--- src/rtl/alu_pkg.sv ---
// alu_pkg: shared definitions for the ALU core.
//   alu_op_e     - 4-bit opcode encoding (13..15 are illegal)
//   alu_state_e  - control FSM states of alu_core
//   FLAG_*       - bit positions of the status flags in the packed flag vector
//   is_div_op()  - true for the opcodes that use the iterative divider
package alu_pkg;

  typedef enum logic [3:0] {
    OP_ADD  = 4'd0,
    OP_SUB  = 4'd1,
    OP_MUL  = 4'd2,
    OP_DIV  = 4'd3,
    OP_AND  = 4'd4,
    OP_OR   = 4'd5,
    OP_NOTA = 4'd6,
    OP_XOR  = 4'd7,
    OP_SHL  = 4'd8,
    OP_SHR  = 4'd9,
    OP_EQ   = 4'd10,
    OP_NOTB = 4'd11,
    OP_REM  = 4'd12
  } alu_op_e;

  typedef enum logic [1:0] {
    ST_IDLE     = 2'd0,
    ST_DIV_BUSY = 2'd1,
    ST_HOLD     = 2'd2
  } alu_state_e;

  localparam int FLAG_ZERO    = 0;
  localparam int FLAG_CARRY   = 1;
  localparam int FLAG_OVF     = 2;
  localparam int FLAG_DBZ     = 3;
  localparam int FLAG_ILLEGAL = 4;
  localparam int NUM_FLAGS    = 5;

  function automatic logic is_div_op(input logic [3:0] op);
    return (op == OP_DIV) || (op == OP_REM);
  endfunction

endpackage

--- src/rtl/alu_divider.sv ---
// alu_divider: iterative restoring unsigned divider, one quotient bit per cycle.
//   clk, rst_n         - clock, asynchronous active-low reset (abandons any division)
//   start              - load dividend/divisor; the first iteration happens on this edge
//   dividend, divisor  - W-bit unsigned operands (divisor must be non-zero)
//   done               - one-cycle pulse, quotient/remainder valid while high
//   quotient, remainder- W-bit results
// The start edge performs iteration 1 and the following W-1 edges the rest,
// so done is high in the cycle after the W-th iteration edge.
module alu_divider
  import alu_pkg::*;
#(
  parameter int W = 8
) (
  input  logic         clk,
  input  logic         rst_n,
  input  logic         start,
  input  logic [W-1:0] dividend,
  input  logic [W-1:0] divisor,
  output logic         done,
  output logic [W-1:0] quotient,
  output logic [W-1:0] remainder
);

  localparam int CW = $clog2(W) + 1;

  logic [W-1:0]  rem_reg;
  logic [W-1:0]  dq_reg;      // dividend bits shift out the top, quotient bits shift in
  logic [W-1:0]  div_reg;
  logic [CW-1:0] cnt_reg;
  logic          busy_reg;
  logic          done_reg;

  logic [W-1:0]  src_rem;
  logic [W-1:0]  src_dq;
  logic [W-1:0]  src_div;
  logic [W:0]    partial;
  logic          ge;
  logic [W-1:0]  rem_next;
  logic [W-1:0]  dq_next;

  // On the start edge the step works on the fresh operands instead of the registers.
  assign src_rem = start ? '0       : rem_reg;
  assign src_dq  = start ? dividend : dq_reg;
  assign src_div = start ? divisor  : div_reg;

  assign partial = {src_rem, src_dq[W-1]};
  assign ge      = partial >= {1'b0, src_div};
  // When ge holds, partial - divisor < divisor, so the low W bits are exact.
  assign rem_next = ge ? (partial[W-1:0] - src_div) : partial[W-1:0];
  assign dq_next  = {src_dq[W-2:0], ge};

  always_ff @(posedge clk or negedge rst_n) begin
    if (!rst_n) begin
      rem_reg  <= '0;
      dq_reg   <= '0;
      div_reg  <= '0;
      cnt_reg  <= '0;
      busy_reg <= 1'b0;
      done_reg <= 1'b0;
    end else begin
      done_reg <= 1'b0;
      if (start) begin
        rem_reg  <= rem_next;
        dq_reg   <= dq_next;
        div_reg  <= divisor;
        cnt_reg  <= CW'(1);
        busy_reg <= 1'b1;
      end else if (busy_reg) begin
        rem_reg <= rem_next;
        dq_reg  <= dq_next;
        cnt_reg <= cnt_reg + CW'(1);
        if (cnt_reg == CW'(W - 1)) begin
          busy_reg <= 1'b0;
          done_reg <= 1'b1;
        end
      end
    end
  end

  assign done      = done_reg;
  assign quotient  = dq_reg;
  assign remainder = rem_reg;

endmodule

--- src/rtl/alu_core.sv ---
// alu_core: valid/ready ALU with single-cycle ops and an iterative divider.
//   clk, rst_n            - clock, asynchronous active-low reset
//   in_valid/in_ready     - request handshake; in_op, in_a, in_b captured on accept
//   out_valid/out_ready   - result handshake; outputs held stable while stalled
//   out_result            - primary result
//   out_result_hi         - upper product half (MUL), remainder (DIV), else 0
//   out_zero/carry/ovf/dbz/illegal - status flags qualified by out_valid
// Non-divide ops (and divide by zero) are computed combinationally and
// registered on the accepting edge. DIV/REM with a non-zero divisor run the
// divider for W cycles in DIV_BUSY before moving to HOLD.
module alu_core
  import alu_pkg::*;
#(
  parameter int W = 8
) (
  input  logic         clk,
  input  logic         rst_n,
  input  logic         in_valid,
  output logic         in_ready,
  input  logic [3:0]   in_op,
  input  logic [W-1:0] in_a,
  input  logic [W-1:0] in_b,
  output logic         out_valid,
  input  logic         out_ready,
  output logic [W-1:0] out_result,
  output logic [W-1:0] out_result_hi,
  output logic         out_zero,
  output logic         out_carry,
  output logic         out_ovf,
  output logic         out_dbz,
  output logic         out_illegal
);

  localparam int S = $clog2(W);

  alu_state_e           state_reg, state_next;
  logic [W-1:0]         result_reg, result_hi_reg;
  logic [NUM_FLAGS-1:0] flags_reg;
  logic                 rem_sel_reg;   // in-flight division is REM rather than DIV

  logic                 accept;
  logic                 div_start;
  logic                 load_direct;

  logic [W:0]           sum_w, dif_w;
  logic [2*W-1:0]       prod_w;
  logic [W:0]           shl_w, shr_w;
  logic [W-1:0]         res_c, hi_c;
  logic [NUM_FLAGS-1:0] flags_c;

  logic                 div_done;
  logic [W-1:0]         div_quo, div_rem;
  logic [W-1:0]         dres_c, dhi_c;

  assign out_valid = (state_reg == ST_HOLD);
  assign in_ready  = rst_n && (state_reg != ST_DIV_BUSY) && (!out_valid || out_ready);
  assign accept    = in_valid && in_ready;
  assign div_start = accept && is_div_op(in_op) && (in_b != '0);
  assign load_direct = accept && !div_start;

  assign sum_w  = {1'b0, in_a} + {1'b0, in_b};
  assign dif_w  = {1'b0, in_a} - {1'b0, in_b};
  assign prod_w = {{W{1'b0}}, in_a} * {{W{1'b0}}, in_b};
  // The extra bit catches the last bit shifted out (stays 0 for amount 0).
  assign shl_w  = {1'b0, in_a} << in_b[S-1:0];
  assign shr_w  = {in_a, 1'b0} >> in_b[S-1:0];

  always_comb begin
    res_c   = '0;
    hi_c    = '0;
    flags_c = '0;
    case (in_op)
      OP_ADD: begin
        res_c                = sum_w[W-1:0];
        flags_c[FLAG_CARRY]  = sum_w[W];
        flags_c[FLAG_OVF]    = (in_a[W-1] == in_b[W-1]) && (sum_w[W-1] != in_a[W-1]);
      end
      OP_SUB: begin
        res_c                = dif_w[W-1:0];
        flags_c[FLAG_CARRY]  = dif_w[W];    // borrow: a < b
        flags_c[FLAG_OVF]    = (in_a[W-1] != in_b[W-1]) && (dif_w[W-1] != in_a[W-1]);
      end
      OP_MUL: begin
        res_c               = prod_w[W-1:0];
        hi_c                = prod_w[2*W-1:W];
        flags_c[FLAG_CARRY] = (prod_w[2*W-1:W] != '0);
      end
      // Divide ops only reach the registers here when in_b == 0.
      OP_DIV: begin
        res_c             = '1;
        hi_c              = in_a;
        flags_c[FLAG_DBZ] = 1'b1;
      end
      OP_REM: begin
        res_c             = in_a;
        flags_c[FLAG_DBZ] = 1'b1;
      end
      OP_AND:  res_c = in_a & in_b;
      OP_OR:   res_c = in_a | in_b;
      OP_XOR:  res_c = in_a ^ in_b;
      OP_NOTA: res_c = ~in_a;
      OP_NOTB: res_c = ~in_b;
      OP_EQ:   res_c = {{(W-1){1'b0}}, (in_a == in_b)};
      OP_SHL: begin
        res_c               = shl_w[W-1:0];
        flags_c[FLAG_CARRY] = shl_w[W];
      end
      OP_SHR: begin
        res_c               = shr_w[W:1];
        flags_c[FLAG_CARRY] = shr_w[0];
      end
      default: flags_c[FLAG_ILLEGAL] = 1'b1;
    endcase
    flags_c[FLAG_ZERO] = (res_c == '0);
  end

  alu_divider #(.W(W)) u_divider (
    .clk       (clk),
    .rst_n     (rst_n),
    .start     (div_start),
    .dividend  (in_a),
    .divisor   (in_b),
    .done      (div_done),
    .quotient  (div_quo),
    .remainder (div_rem)
  );

  assign dres_c = rem_sel_reg ? div_rem : div_quo;
  assign dhi_c  = rem_sel_reg ? '0      : div_rem;

  always_comb begin
    state_next = state_reg;
    case (state_reg)
      ST_IDLE: begin
        if (accept) state_next = div_start ? ST_DIV_BUSY : ST_HOLD;
      end
      ST_DIV_BUSY: begin
        if (div_done) state_next = ST_HOLD;
      end
      ST_HOLD: begin
        if (accept)         state_next = div_start ? ST_DIV_BUSY : ST_HOLD;
        else if (out_ready) state_next = ST_IDLE;
      end
      default: state_next = ST_IDLE;
    endcase
  end

  always_ff @(posedge clk or negedge rst_n) begin
    if (!rst_n) begin
      state_reg     <= ST_IDLE;
      result_reg    <= '0;
      result_hi_reg <= '0;
      flags_reg     <= '0;
      rem_sel_reg   <= 1'b0;
    end else begin
      state_reg <= state_next;
      if (div_start) rem_sel_reg <= (in_op == OP_REM);
      if (load_direct) begin
        result_reg    <= res_c;
        result_hi_reg <= hi_c;
        flags_reg     <= flags_c;
      end else if (div_done) begin
        result_reg          <= dres_c;
        result_hi_reg       <= dhi_c;
        flags_reg           <= '0;
        flags_reg[FLAG_ZERO] <= (dres_c == '0);
      end
    end
  end

  assign out_result    = result_reg;
  assign out_result_hi = result_hi_reg;
  assign out_zero      = flags_reg[FLAG_ZERO];
  assign out_carry     = flags_reg[FLAG_CARRY];
  assign out_ovf       = flags_reg[FLAG_OVF];
  assign out_dbz       = flags_reg[FLAG_DBZ];
  assign out_illegal   = flags_reg[FLAG_ILLEGAL];

endmodule

--- config.mk ---
export PLATFORM = sky130hd
export DESIGN_NAME = alu_core
export DESIGN_NICKNAME = d
export VERILOG_FILES = /design/src/rtl/alu_pkg.sv /design/src/rtl/alu_divider.sv /design/src/rtl/alu_core.sv
export SDC_FILE = /design/constraint.sdc
export NUM_CORES = 1
export LEC_CHECK = 0
export ABC_CLOCK_PERIOD_IN_PS = 11400
export CAP_MARGIN = 20
export CORE_MARGIN = 1.5
export CORE_UTILIZATION = 50
export CTS_BUF_LIST = sky130_fd_sc_hd__clkbuf_16
export DETAILED_ROUTE_END_ITERATION = 7
export GPL_TIMING_DRIVEN = 0
export PLACE_DENSITY = 0.74
export SYNTH_ARGS = -nofsm -noshare
export SYNTH_HDL_FRONTEND = slang
export SYNTH_SLANG_ARGS = --single-unit
--- constraint.sdc ---
create_clock -name clk -period 11.4 [get_ports clk]
set_clock_uncertainty 0.15 [all_clocks]
set_input_delay 1.71 -clock clk [delete_from_list [all_inputs] [get_ports clk]]
set_output_delay 1.71 -clock clk [all_outputs]
set_load 0.05 [all_outputs]
; Word level (Yosys, flattened, before mapping)
; Index checks and enable logic that the tools add are counted.
[word_totals]
reg_bits = 54
elab_cells = 107
[classes]
add_sub_neg = 4
mul = 1
n_lt_le_gt_ge = 1
n_eq_ne = 24
shifts = 2
mux = 36
bitwise = 5
reduce_logical = 23
[ops]
columns = operator, n
row1 = two-way mux 8 bit, 14
row2 = one-hot mux 8 bit (13 select lines), 1
row3 = "== test 4 x 3 -> 1 bit, second input constant", 5
row4 = "== test 4 bit, second input constant", 5
row5 = logical NOT 8 bit, 2
row6 = multiplier 8 x 8 -> 16 bit, 1
row7 = inverter 8 bit, 2
row8 = one-hot mux 8 bit (2 select lines), 1
row9 = nonzero test 8 bit, 2
row10 = OR reduction 13 bit, 1
row11 = two-way mux 2 bit, 5
row12 = two-way mux 5 bit, 2
row13 = adder 8 x 8 -> 9 bit, 1
row14 = >= comparator 9 x 8 -> 1 bit, 1
row15 = << shifter 8 x 3 -> 9 bit, 1
row16 = >> shifter 9 x 3 -> 9 bit, 1
row17 = subtractor 8 x 8 -> 9 bit, 1
row18 = bitwise AND 8 bit, 1
row19 = "== test 4 x 2 -> 1 bit, second input constant", 2
row20 = == test 8 bit, 1
row21 = logical AND 1 bit, 8
row22 = two-way mux 1 bit, 8
row23 = two-way mux 4 bit, 2
row24 = bitwise OR 8 bit, 1
row25 = other kinds (21), 27

; Logic depth before layout (Yosys ltp)
[depth]
depth_word = 12
ltp_mapped = 21
depth_no_buf = 19

; Hierarchy
; Synthesis repeated with hierarchy kept, for this count alone.
[hier_totals]
hier_cells = 865
hier_area_um2 = 7186.9
[by_module_without_submodules]
columns = module, n_inst, cells_each, area_each_um2, seq_area_each_um2
row1 = alu_core, 1, 689, 5388.9, 600.6
row2 = alu_divider, 1, 176, 1798.0, 750.7

; Worst setup path after synthesis
; OpenSTA, ideal clock, no wires.
[synth_timing]
kind = input-to-reg
startpoint = input port in_b[2]
endpoint = register flags_reg[1]
setup_time_ns = 0.141
arrival_ns = 5.834
required_ns = 11.109
path_slack_ns = 5.274
path_stages = 19
cell_sequence = buf_2 > clkbuf_1 > nand2_1 > fa_1 > fa_1 > inv_1 > fa_1 > inv_1 > fa_1 > inv_1 > ha_1 > o21ai_0 > o21bai_1 > a21oi_1 > o21ba_2 > o21ai_0 > xnor2_1 > nor4b_1 > a41oi_1
[synth_via]
elab_chain_len = 5
elab_cells_between_ends = 13
[synth_rtl]
columns = element, line_no
row1 = "start, declared", alu_core.sv:22  ; input logic [W-1:0] in_b,
row2 = branches (longest 5 deep; another with multiplier 8 x 8 -> 16 bit), n/a
row3 = "end signal, assigned", alu_core.sv:161  ; flags_reg <= flags_c;
row4 = "end signal, assigned by index", alu_core.sv:166  ; flags_reg[FLAG_ZERO] <= (dres_c == '0);
row5 = "end, declared", alu_core.sv:38  ; logic [NUM_FLAGS-1:0] flags_reg;
; Several ways; the timed one is not identified.
; A chain may end at the register's enable or synchronous reset.

; Final worst setup path
[layout_timing]
startpoint = input port in_a[3]
endpoint = register result_hi_reg[4], in the netlist out_result_hi[4]
[layout_via]
elab_chain_len = 3
[layout_rtl]
columns = element, line_no
row1 = "start, declared", alu_core.sv:21  ; input logic [W-1:0] in_a,
row2 = multiplier 8 x 8 -> 16 bit, alu_core.sv:63  ; assign prod_w = {{W{1'b0}}, in_a} * {{W{1'b0}}, in_b};
row3 = one-hot mux 8 bit (2 select lines), alu_core.sv:72  ; case (in_op)
row4 = two-way mux 8 bit, alu_core.sv:158  ; if (load_direct) begin
row5 = "end signal, assigned", alu_core.sv:160  ; result_hi_reg <= hi_c;
row6 = "end signal, assigned", alu_core.sv:164  ; result_hi_reg <= dhi_c;
row7 = "end, declared", alu_core.sv:37  ; logic [W-1:0] result_reg, result_hi_reg;
; Every way passes these cells.

==> reports/qor.yml <==
netlist_area_um2: 7110
cp.required_ns: 11.40
port_buffers: 46
syn_to_final_growth_pct: 11.9
synth_flop_cell: "dfrtp_1"
initial_core_util: 0.512
wl_per_cell_um: 21.0
grt_setup_unrepaired: "false"
cts_sinks: 54
num_rows: 43
clock_latency_ns: 0.30
post-route-drc-count: 0
worst_setup_path_end_kind: "flip-flop"
tightestPinTransition_ns: 1.02
drtAntennaViolNets: 0
use_met2: 0.471
core_um2: 13900
final.period_utilization: 0.662
avgViaCountPerCell: 6.18
avgSynthCellArea_um2: 8.16
synth_edf_count: 0
post_cts_buffers: 0
cts_buffers: 5
grt_pass1_vias: 6453
first_iter_violations: 801
gp_congestion: 1.00
maxSlewViolCount: 0
synthArstFlopShare: 1.00
irDropWorstVdd_uv: 172
drive_above_1_share: 0.0496
synth_seq_area_share: 0.190
outcome: "completed"
path_max_fanout: 10
clk_pin_slew_ns: 0.07
hp-class: "reg -> reg"
dieWidth_um: 122
h-tree-depth: 2
grt_usage: 0.321
cp-start-kind: "input pin"
final_common_cell: "nor2_1"
fin_setup_tns_ns: 0
dr_total_vias: 6839
path_class: "in -> reg"
cts_tree: "built"
cts_buffer_depth: 2
fin_crit_ns: 7.55
fmax_ghz: 0.133
place_area_um2: 7820
first_pass_iters: 5
wl_mm: 23.3
antenna_found_initial: 0
die_y_um: 122
hold_viol_final: 0
grt_max_degree: 31
antennaDiodeCount: 0
ios: 47
post_cts_resized: 0
hold_buffers: 0
yosysWarnings: 0
dpl.hpwl_mm: 18.1
final_nets: 1063
finalSetupViolations: 0
drv_cap: 0
busiest_layer: "met1"
use_met3: 0.0609
synth_fp_nets: 1009
slew_headroom: 0.319
met1_usage: 0.474
p_leak_nw: 3.55
synth-seq-cells: 54
grt_overflow: 0
final_cell_mix: "nor2_1 (103), inv_1 (82), ha_1 (74), nand2_1 (73), a21oi_1 (58)"
clock-root-buffer: "clkbuf_16"
fin_area_um2: 7960
cp.arrival_ns: 7.55
die-area_um2: 14900
syn_inst: 872
grt_pass1_wl_mm: 36.3
p_per_area_nw_per_um2: 186
synth_cell_type_count: 70
==> synthesized netlist by cell type, types with 7 or more instances <==
master / number / area share
a211oi_1: 12 / 0.013
a21o_1: 10 / 0.011
a21oi_1: 58 / 0.041
a22oi_1: 10 / 0.011
a31oi_1: 10 / 0.0088
and2_1: 11 / 0.0097
and3_1: 8 / 0.0070
buf_2: 10 / 0.0070
clkbuf_1: 37 / 0.020
dfrtp_1: 54 / 0.19
fa_1: 39 / 0.11
ha_1: 74 / 0.13
inv_1: 81 / 0.043
mux2i_1: 34 / 0.048
mux4_2: 7 / 0.022
nand2_1: 73 / 0.039
nand2b_1: 12 / 0.011
nand3_1: 7 / 0.0049
nand4_1: 8 / 0.0070
nor2_1: 103 / 0.054
nor2b_1: 13 / 0.011
nor3_1: 10 / 0.0070
nor3b_1: 11 / 0.012
nor4_1: 10 / 0.0088
o21ai_0: 44 / 0.031
o22ai_1: 13 / 0.011
xnor2_1: 15 / 0.018
xor2_1: 7 / 0.0086
==> worst max-delay path: stages <==
cell	delay (ns)
clkdlybuf4s50_1	0.57
clkbuf_1	0.63
clkinv_1	0.52
nor2_1	0.23
fa_1	0.47
fa_1	0.52
fa_1	0.57
inv_1	0.06
fa_1	0.53
inv_1	0.04
ha_1	0.33
o21a_1	0.16
a211oi_1	0.43
o31ai_1	0.17
xnor2_1	0.26
nor2_1	0.08
a21oi_1	0.17
o22ai_1	0.11
==> cell families (layout without fill, tap and decap cells) <==
logic type                 Yosys count  in the layout  synth area share
buffers and inverters              140            195            0.0778
and+or+nand+nor                    284            284             0.192
xor gates and xnor gates            22             22            0.0271
DFF                                 54             54             0.190
adders and majority gates          113            113             0.240
muxes                               45             45            0.0764
AOI/OAI and AO/OA                  214            214             0.197
==> metal layers <==
layer	wire, um	part of all wire
met1	10300	0.44
met2	10000	0.43
met3	2220	0.095
met4	752	0.032
met5	0	0
==> report_power, final <==
group / internal [W] / switching, W / total [W]
clock: 0.0000807 / 0.0000694 / 0.000150
sequential: 0.000272 / 0.0000697 / 0.000342
combinational: 0.000391 / 0.000601 / 0.000991
total: 0.000743 / 0.000740 / 0.00148
==> layout make-up <==
| type | count | area [um^2] |
|---|---|---|
| Tap cell | 180 | 225 |
| Clock inverter | 3 | 17.5 |
| Sequential cell | 54 | 1350 |
| Timing Repair Buffer | 47 | 475 |
| Clock buffer | 5 | 125 |
| Multi-Input combinational cell | 678 | 5210 |
| Fill cell | 1294 | 5920 |
| Buffer | 54 | 230 |
| Inverter | 86 | 323 |
==> path summary, 6_finish.rpt <==
check	from	to	slack, ns	depth (start not counted)
worst max-delay path	in_a[3]	out_result_hi[4]	3.85	18
worst max register to register	state_reg[0]	u_divider.remainder[0]	6.58	18
worst min register to register	u_divider.cnt_reg[3]	u_divider.done	0.33	1
worst min-delay path	u_divider.cnt_reg[3]	u_divider.done	0.33	1
min in group asynchronous	rst_n	u_divider.div_reg[7]	1.32	1
max in group asynchronous	rst_n	state_reg[0]	9.18	2
==> per-stage QoR <==
stage	total power, W	util	std cells	setup WS (ns)	hold WS (ns)
floorplan	0.00104	-	872	5.27	0.290
global placement	0.00130	0.562	1098	2.91	0.310
detailed placement	0.00132	0.563	1099	3.72	0.324
CTS	0.00148	0.574	1107	3.96	0.336
global route	0.00160	0.574	1107	3.58	0.361
finish	0.00148	0.574	1107	3.85	0.328
Note: power is estimated with default switching activity, not from simulation.
